==> src/rtl/invaders_pkg.sv <==
// Shared Space Invaders geometry, screen limits and the bomb FSM state encoding.
package invaders_pkg;

  localparam int unsigned ALIEN_W       = 30;
  localparam int unsigned ALIEN_H       = 20;
  localparam int unsigned ALIEN_SPACING = 10;
  localparam int unsigned NUM_ROWS      = 5;
  localparam int unsigned NUM_COLS      = 10;
  localparam int unsigned PLAYER_W      = 30;
  localparam int unsigned PLAYER_H      = 20;
  localparam int unsigned SCREEN_H      = 480;
  localparam int unsigned OFFSCREEN_ROW = 500;
  localparam int unsigned START_LIVES   = 3;

  localparam int unsigned ROW_PITCH = ALIEN_H + ALIEN_SPACING;
  localparam int unsigned COL_PITCH = ALIEN_W + ALIEN_SPACING;

  typedef enum logic [1:0] {
    StWait,
    StPick,
    StScan,
    StSpawn
  } bomb_state_e;

  // Folds a 4-bit random value onto a valid column index.
  function automatic logic [3:0] wrap_col(input logic [3:0] c);
    return (c >= 4'(NUM_COLS)) ? c - 4'(NUM_COLS) : c;
  endfunction

endpackage

==> src/rtl/bomb_lfsr.sv <==
// 8-bit Fibonacci LFSR (x^8+x^6+x^5+x^4+1) with reset seed and advance enable.
module bomb_lfsr #(
  parameter logic [7:0] Seed = 8'hA5
) (
  input  logic       Clk,
  input  logic       Reset,
  input  logic       Advance,
  output logic [7:0] Value
);

  logic [7:0] lfsr_q, lfsr_d;

  always_comb begin
    lfsr_d = lfsr_q;
    if (Advance) begin
      lfsr_d = {lfsr_q[6:0], lfsr_q[7] ^ lfsr_q[5] ^ lfsr_q[4] ^ lfsr_q[3]};
    end
  end

  always_ff @(posedge Clk) begin
    if (Reset) begin
      lfsr_q <= Seed;
    end else begin
      lfsr_q <= lfsr_d;
    end
  end

  assign Value = lfsr_q;

endmodule

==> src/rtl/alien_bomb_ctrl.sv <==
// Alien bomb spawner, faller and player-collision tracker.
// Define BOMB_INVULN_EN to add a post-hit invulnerability window.
module alien_bomb_ctrl
  import invaders_pkg::*;
#(
  parameter int unsigned NUM_BOMBS     = 4,
  parameter int unsigned BOMB_SPEED    = 4,
  parameter int unsigned FIRE_INTERVAL = 48
) (
  input  logic                   Clk,
  input  logic                   Reset,
  input  logic                   Tick,
  input  logic [49:0]            Aliens_Grid,
  input  logic [8:0]             Aliens_Row,
  input  logic [9:0]             Aliens_Col,
  input  logic [8:0]             Player_Row,
  input  logic [9:0]             Player_Col,
  output logic [NUM_BOMBS*9-1:0] Bomb_Row,
  output logic [NUM_BOMBS*10-1:0] Bomb_Col,
  output logic [NUM_BOMBS-1:0]   Bomb_Active,
  output logic                   Player_Hit,
  output logic [1:0]             Lives,
  output logic                   Player_Dead
);

  localparam int unsigned CntW = $clog2(FIRE_INTERVAL + 1);
  localparam logic [CntW-1:0] CntFire = CntW'(FIRE_INTERVAL - 1);
  localparam logic [CntW-1:0] CntSat  = CntW'(FIRE_INTERVAL);

  bomb_state_e          state_q, state_d;
  logic [CntW-1:0]      cnt_q, cnt_d;
  logic [3:0]           col_q, col_d, tries_q, tries_d;
  logic [2:0]           row_q, row_d;
  logic [NUM_BOMBS-1:0] active_q, active_d, collide, spawn_sel;
  logic [8:0]           brow_q [NUM_BOMBS];
  logic [8:0]           brow_d [NUM_BOMBS];
  logic [9:0]           bcol_q [NUM_BOMBS];
  logic [9:0]           bcol_d [NUM_BOMBS];
  logic                 hit_q, hit_d;
  logic [1:0]           lives_q, lives_d;
  logic [7:0]           lfsr;
  logic [5:0]           grid_idx;
  logic [9:0]           spawn_row, spawn_col;
  logic                 dead, fire, grid_bit, do_spawn, any_hit, guard, taken;
  logic                 unused_lfsr;

  bomb_lfsr #(
    .Seed(8'hA5)
  ) u_lfsr (
    .Clk    (Clk),
    .Reset  (Reset),
    .Advance(1'b1),
    .Value  (lfsr)
  );

  assign unused_lfsr = ^lfsr[7:4];
  assign dead        = (lives_q == 2'd0);
  assign grid_idx    = 6'(row_q) * 6'(NUM_COLS) + 6'(col_q);
  assign grid_bit    = Aliens_Grid[grid_idx];
  assign spawn_row   = 10'(Aliens_Row) + 10'(row_q) * 10'(ROW_PITCH) + 10'(ALIEN_H);
  assign spawn_col   = Aliens_Col + 10'(col_q) * 10'(COL_PITCH) + 10'(ALIEN_W / 2);
  assign do_spawn    = (state_q == StSpawn) && !dead;
  // A Tick missed while busy leaves the counter parked at CntSat until WAIT.
  assign fire        = (state_q == StWait) && ((cnt_q == CntSat) || (Tick && (cnt_q == CntFire)));

`ifdef BOMB_INVULN_EN
  logic [5:0] inv_q, inv_d;

  always_comb begin
    inv_d = inv_q;
    if (any_hit) begin
      inv_d = 6'd60;
    end else if (Tick && (inv_q != 6'd0)) begin
      inv_d = inv_q - 6'd1;
    end
  end

  always_ff @(posedge Clk) begin
    if (Reset) begin
      inv_q <= 6'd0;
    end else begin
      inv_q <= inv_d;
    end
  end

  assign guard = (inv_q == 6'd0);
`else
  assign guard = 1'b1;
`endif

  always_comb begin
    state_d = state_q;
    cnt_d   = cnt_q;
    col_d   = col_q;
    row_d   = row_q;
    tries_d = tries_q;
    if (Tick && (cnt_q != CntSat)) begin
      cnt_d = cnt_q + 1'b1;
    end
    unique case (state_q)
      StWait: begin
        if (fire) begin
          cnt_d = '0;
          if (!dead) begin
            state_d = StPick;
          end
        end
      end
      StPick: begin
        col_d   = wrap_col(lfsr[3:0]);
        row_d   = 3'(NUM_ROWS - 1);
        tries_d = 4'd0;
        state_d = StScan;
      end
      StScan: begin
        if (grid_bit) begin
          state_d = StSpawn;
        end else if (row_q == 3'd0) begin
          col_d   = (col_q == 4'(NUM_COLS - 1)) ? 4'd0 : col_q + 4'd1;
          row_d   = 3'(NUM_ROWS - 1);
          tries_d = tries_q + 4'd1;
          if (tries_q == 4'(NUM_COLS - 1)) begin
            state_d = StWait;
          end
        end else begin
          row_d = row_q - 3'd1;
        end
      end
      StSpawn: begin
        state_d = StWait;
      end
    endcase
  end

  always_comb begin
    collide = '0;
    for (int k = 0; k < NUM_BOMBS; k++) begin
      collide[k] = active_q[k] && guard
          && (10'(brow_q[k]) >= 10'(Player_Row))
          && (10'(brow_q[k]) <= 10'(Player_Row) + 10'(PLAYER_H))
          && (11'(bcol_q[k]) >= 11'(Player_Col))
          && (11'(bcol_q[k]) <= 11'(Player_Col) + 11'(PLAYER_W));
    end
  end

  assign any_hit = (|collide) && !dead;

  always_comb begin
    spawn_sel = '0;
    taken     = 1'b0;
    for (int k = 0; k < NUM_BOMBS; k++) begin
      if (!active_q[k] && !taken) begin
        spawn_sel[k] = 1'b1;
        taken        = 1'b1;
      end
    end
  end

  // Per slot: death clear, then collision, then motion, then spawn into a free slot.
  always_comb begin
    for (int k = 0; k < NUM_BOMBS; k++) begin
      active_d[k] = active_q[k];
      brow_d[k]   = brow_q[k];
      bcol_d[k]   = bcol_q[k];
      if (dead || collide[k]) begin
        active_d[k] = 1'b0;
        brow_d[k]   = 9'(OFFSCREEN_ROW);
      end else if (active_q[k]) begin
        if (Tick) begin
          if (10'(brow_q[k]) + 10'(BOMB_SPEED) >= 10'(SCREEN_H)) begin
            active_d[k] = 1'b0;
            brow_d[k]   = 9'(OFFSCREEN_ROW);
          end else begin
            brow_d[k] = brow_q[k] + 9'(BOMB_SPEED);
          end
        end
      end else if (do_spawn && spawn_sel[k]) begin
        active_d[k] = 1'b1;
        brow_d[k]   = spawn_row[8:0];
        bcol_d[k]   = spawn_col;
      end
    end
  end

  always_comb begin
    hit_d   = any_hit;
    lives_d = lives_q;
    if (any_hit && (lives_q != 2'd0)) begin
      lives_d = lives_q - 2'd1;
    end
  end

  always_ff @(posedge Clk) begin
    if (Reset) begin
      state_q  <= StWait;
      cnt_q    <= '0;
      col_q    <= 4'd0;
      row_q    <= 3'd0;
      tries_q  <= 4'd0;
      active_q <= '0;
      hit_q    <= 1'b0;
      lives_q  <= 2'(START_LIVES);
      for (int k = 0; k < NUM_BOMBS; k++) begin
        brow_q[k] <= 9'(OFFSCREEN_ROW);
        bcol_q[k] <= 10'd0;
      end
    end else begin
      state_q  <= state_d;
      cnt_q    <= cnt_d;
      col_q    <= col_d;
      row_q    <= row_d;
      tries_q  <= tries_d;
      active_q <= active_d;
      hit_q    <= hit_d;
      lives_q  <= lives_d;
      for (int k = 0; k < NUM_BOMBS; k++) begin
        brow_q[k] <= brow_d[k];
        bcol_q[k] <= bcol_d[k];
      end
    end
  end

  always_comb begin
    Bomb_Row = '0;
    Bomb_Col = '0;
    for (int k = 0; k < NUM_BOMBS; k++) begin
      Bomb_Row[9*k +: 9]   = brow_q[k];
      Bomb_Col[10*k +: 10] = bcol_q[k];
    end
  end

  assign Bomb_Active = active_q;
  assign Player_Hit  = hit_q;
  assign Lives       = lives_q;
  assign Player_Dead = dead;

endmodule

==> config.mk <==
export PLATFORM = sky130hd
export DESIGN_NAME = alien_bomb_ctrl
export DESIGN_NICKNAME = d
export VERILOG_FILES = /design/src/rtl/invaders_pkg.sv /design/src/rtl/bomb_lfsr.sv /design/src/rtl/alien_bomb_ctrl.sv
export SDC_FILE = /design/constraint.sdc
export NUM_CORES = 1
export LEC_CHECK = 0
export ABC_AREA = 1
export CORE_ASPECT_RATIO = 2
export CORE_UTILIZATION = 39
export DETAILED_ROUTE_END_ITERATION = 7
export PLACE_DENSITY = 0.58
export SLEW_MARGIN = 15
export SYNTH_ARGS = -nofsm -noshare
export SYNTH_HDL_FRONTEND = slang
export SYNTH_SLANG_ARGS = --single-unit
==> constraint.sdc <==
create_clock -name Clk -period 8.47 [get_ports Clk]
set_input_delay 0.847 -clock Clk [delete_from_list [all_inputs] [get_ports Clk]]
set_output_delay 0.847 -clock Clk [all_outputs]
set_load 0.01 [all_outputs]
==> results.json <==
{
  "gp_congestion": 0.969,
  "p_total_mw": 1.28,
  "clk_pin_slew_worst_paths_ns": 0.08,
  "synth_seq_area_share": 0.201,
  "crit_chain": "fa_1 -> ha_1 -> inv_1 -> fa_1 -> ha_1 -> inv_1 -> ha_1 -> a21oi_1 -> nand2_1 -> a21oi_1 -> o21ai_0 -> xnor2_1 -> o21ai_0 -> a21oi_1 -> o21ai_0",
  "powerDensity_mw_per_mm2": 96.1,
  "ys_ff_latch": 110,
  "r2r_cells": 15,
  "clkLatencyLatePin_ns": 0.38,
  "place_hpwl_mm": 31.0,
  "timing.final.crit_share": 0.473,
  "die_h_um": 239,
  "p_sw_frac": 0.297,
  "cts_made_buffers": 9,
  "grt_pass1_wl_mm": 57.5,
  "placed_area_mm2": 0.0130,
  "h-tree-depth": 3,
  "ff2ff_setup_slack_ns": 4.46,
  "hp-class": "register to register",
  "ys_warn_count": 0,
  "ys.flop_type": "dfxtp_1",
  "synth_edf_count": 0,
  "final_area_mm2": 0.0133,
  "setup-tns-final_ns": 0,
  "min_period_ns": 4.01,
  "setup_violations": 0,
  "ios": 175,
  "cts-root-buf": "clkbuf_16",
  "drt-initial-drc-count": 465,
  "fin_skew_ns": 0.0176,
  "outcome": "finished, final reports clean",
  "final_nets": 2069,
  "routedWlPerCell_um": 17.5,
  "antenna_found_initial": 1,
  "timing.rr.start": "row_q[1]",
  "slew_headroom": 0.354,
  "drv_cap": 0,
  "crit_path_max_fanout": 9,
  "holdPathStages": 1,
  "rr_endpoint": "brow_q[2][7]",
  "tightest_slew_ns": 0.966,
  "hold_start": "u_lfsr.Value[6]",
  "cp.arrival_ns": 4.28,
  "critPathRequiredTime_ns": 8.74,
  "cts.sinks": 110,
  "critPathLaunchType": "register",
  "slowest_delay_ns": 0.58,
  "fp.coreArea_mm2": 0.0277,
  "synth_top_area_share": 0.234,
  "p_clk_frac": 0.384,
  "die_area_mm2": 0.0288,
  "syn-instance-count": 1605,
  "cts_hold_buf": 0,
  "utilization": 0.482,
  "crit_type": "register to register",
  "async_flop_share": 0,
  "layout-drive-gt1-share": 0.0316,
  "avgSynthCellArea_um2": 6.84,
  "p_switching_uw": 381,
  "fin_cells": 2124,
  "max-vdd-ir-drop_mv": 0.103,
  "placedCellCount": 2107,
  "synth_common_cells": "nand2_1 (334), inv_1 (219), ha_1 (205), nor2_1 (200), nand3_1 (111)",
  "cts_setup_buffers": 0,
  "synthesis.area_mm2": 0.0110,
  "rows": 86,
  "synthesis.nets": 1908,
  "slowest_stage": "dfxtp_1",
  "overflow": 0,
  "grt_pass1_vias": 10800,
  "port_buffers": 174,
  "intPower_uw": 900,
  "drt-total-wl_mm": 37.3,
  "critPathCaptureType": "register",
  "area_growth_pct": 21.6,
  "grt_max_degree": 41,
  "synthTopCellsByArea": "ha_1 (23%), dfxtp_1 (20%), nand2_1 (11%)",
  "detail-route-antenna-nets": 0,
  "rsz0062_at_grt": "false",
  "vias_per_cell": 5.15,
  "remaining_drc_errors": 0,
  "hold_violations": 0,
  "die_x_um": 121,
  "grt.total_usage": 0.262,
  "clock.fmax_mhz": 249,
  "initial_utilization": 0.397,
  "clk_path_buf_depth": 2,
  "leakagePower_nw": 6.69,
  "p_seq_frac": 0.408,
  "drv_slew": 0,
  "hold_end": "u_lfsr.Value[7]",
  "num_vias": 10900,
  "post-synth-top-area-cell": "ha_1",
  "fillers": 2891,
  "cts_tree": "done",
  "synth.most_common_cell": "nand2_1",
  "synth_cell_types": 48,
  "cts_resized": 0,
  "dr.pass1.iters": 5,
  "pwr-share-comb": 0.208
}
per-stage QoR:
step | hold WS [ns] | worst slack [ns]
after global placement | 0.397 | 4.24
after global routing | 0.437 | 4.22
after detailed placement | 0.399 | 4.18
after floorplan | 0.389 | 5.08
final | 0.417 | 4.46
after CTS | 0.421 | 4.45
per-layer routing:
metal | wire [µm] | vias to the layer above | GRT usage | share of wire
li1 | - | 5622 | - | -
met1 | 13500 | 4986 | 0.252 | 0.36
met2 | 20700 | 230 | 0.526 | 0.56
met3 | 910 | 92 | 0.0245 | 0.024
met4 | 2120 | 0 | 0.149 | 0.057
met5 | 0 | - | 0 | 0
cell families (layout without fill, tap and decap cells):
family	Yosys count	count (layout)	share of synthesized area
xor+xnor	55	55	0.0439
other cells	0	1	0
flops	110	110	0.201
fa+ha+maj	212	212	0.247
buf+inv	258	424	0.0947
simple gates	717	717	0.279
compound gates	253	253	0.135
worst max-delay path, delay by kind of cell (launching register included):
| family | cells | cell delay, ns |
|---|---|---|
| buffers and inverters | 2 | 0.11 |
| DFF | 1 | 0.58 |
| AOI/OAI and AO/OA | 6 | 0.80 |
| xor gates and xnor gates | 1 | 0.54 |
| adders and majority gates | 5 | 1.79 |
| and+or+nand+nor | 1 | 0.09 |
registers in the layout (all words and copies together), names as in the netlist:
signal / cells
Bomb_Active: 4
Lives: 2
Player_Hit: 1
bcol_q: 40
brow_q: 36
cnt_q: 6
col_q: 4
row_q: 3
state_q: 2
tries_q: 4
u_lfsr.Value: 8
placed cells by master, fill, tap and decap left out, types with 4 or more instances in the layout:
master           instances
nand2_1                334
inv_1                  219
ha_1                   205
nor2_1                 200
clkdlybuf4s50_1        174
nand3_1                111
dfxtp_1                110
a21oi_1                 97
o21ai_0                 52
xor2_1                  40
o211ai_1                35
nand4_1                 24
o21ai_1                 23
xnor2_1                 15
nor3_1                  12
a22oi_1                 10
inv_2                    9
a21o_1                   9
clkbuf_16                9
nand3b_1                 8
or2_2                    7
fa_1                     7
a31oi_1                  6
nand2_2                  5
o21a_1                   5
buf_4                    4
worst max-delay path by stage:
stage,from,to,slack [ns],cells after the start
2_1_floorplan,row_q[1],brow_q[2][7],5.08,15
3_3_place_gp,Player_Row[2],Lives[0],4.24,17
3_5_place_dp,Player_Row[2],Lives[1],4.18,17
4_1_cts,row_q[1],brow_q[2][7],4.45,15
5_1_grt,row_q[1],brow_q[2][7],4.22,15
6_report,row_q[1],brow_q[2][7],4.46,15
final cells by class:
type,instances,area [µm²],share of cell area
diodes,1,2.50,0.000188
clock buffers,11,243,0.0182
clock inverters,5,88.8,0.00666
inverters,230,863,0.0647
multi-input cells,1237,7730,0.579
flip-flops and latches,110,2200,0.165
well taps,352,440,0.0330
repair buffers,178,1770,0.133
power by group through the flow:
stage | sequential [mW] | combinational [mW] | clock [mW]
after global routing | 0.524 | 0.297 | 0.521
final | 0.524 | 0.266 | 0.492
after floorplan | 0.535 | 0.152 | 0
after detailed placement | 0.536 | 0.266 | 0
after CTS | 0.524 | 0.268 | 0.506
after global placement | 0.536 | 0.263 | 0
(Power assumes the default switching activity.)
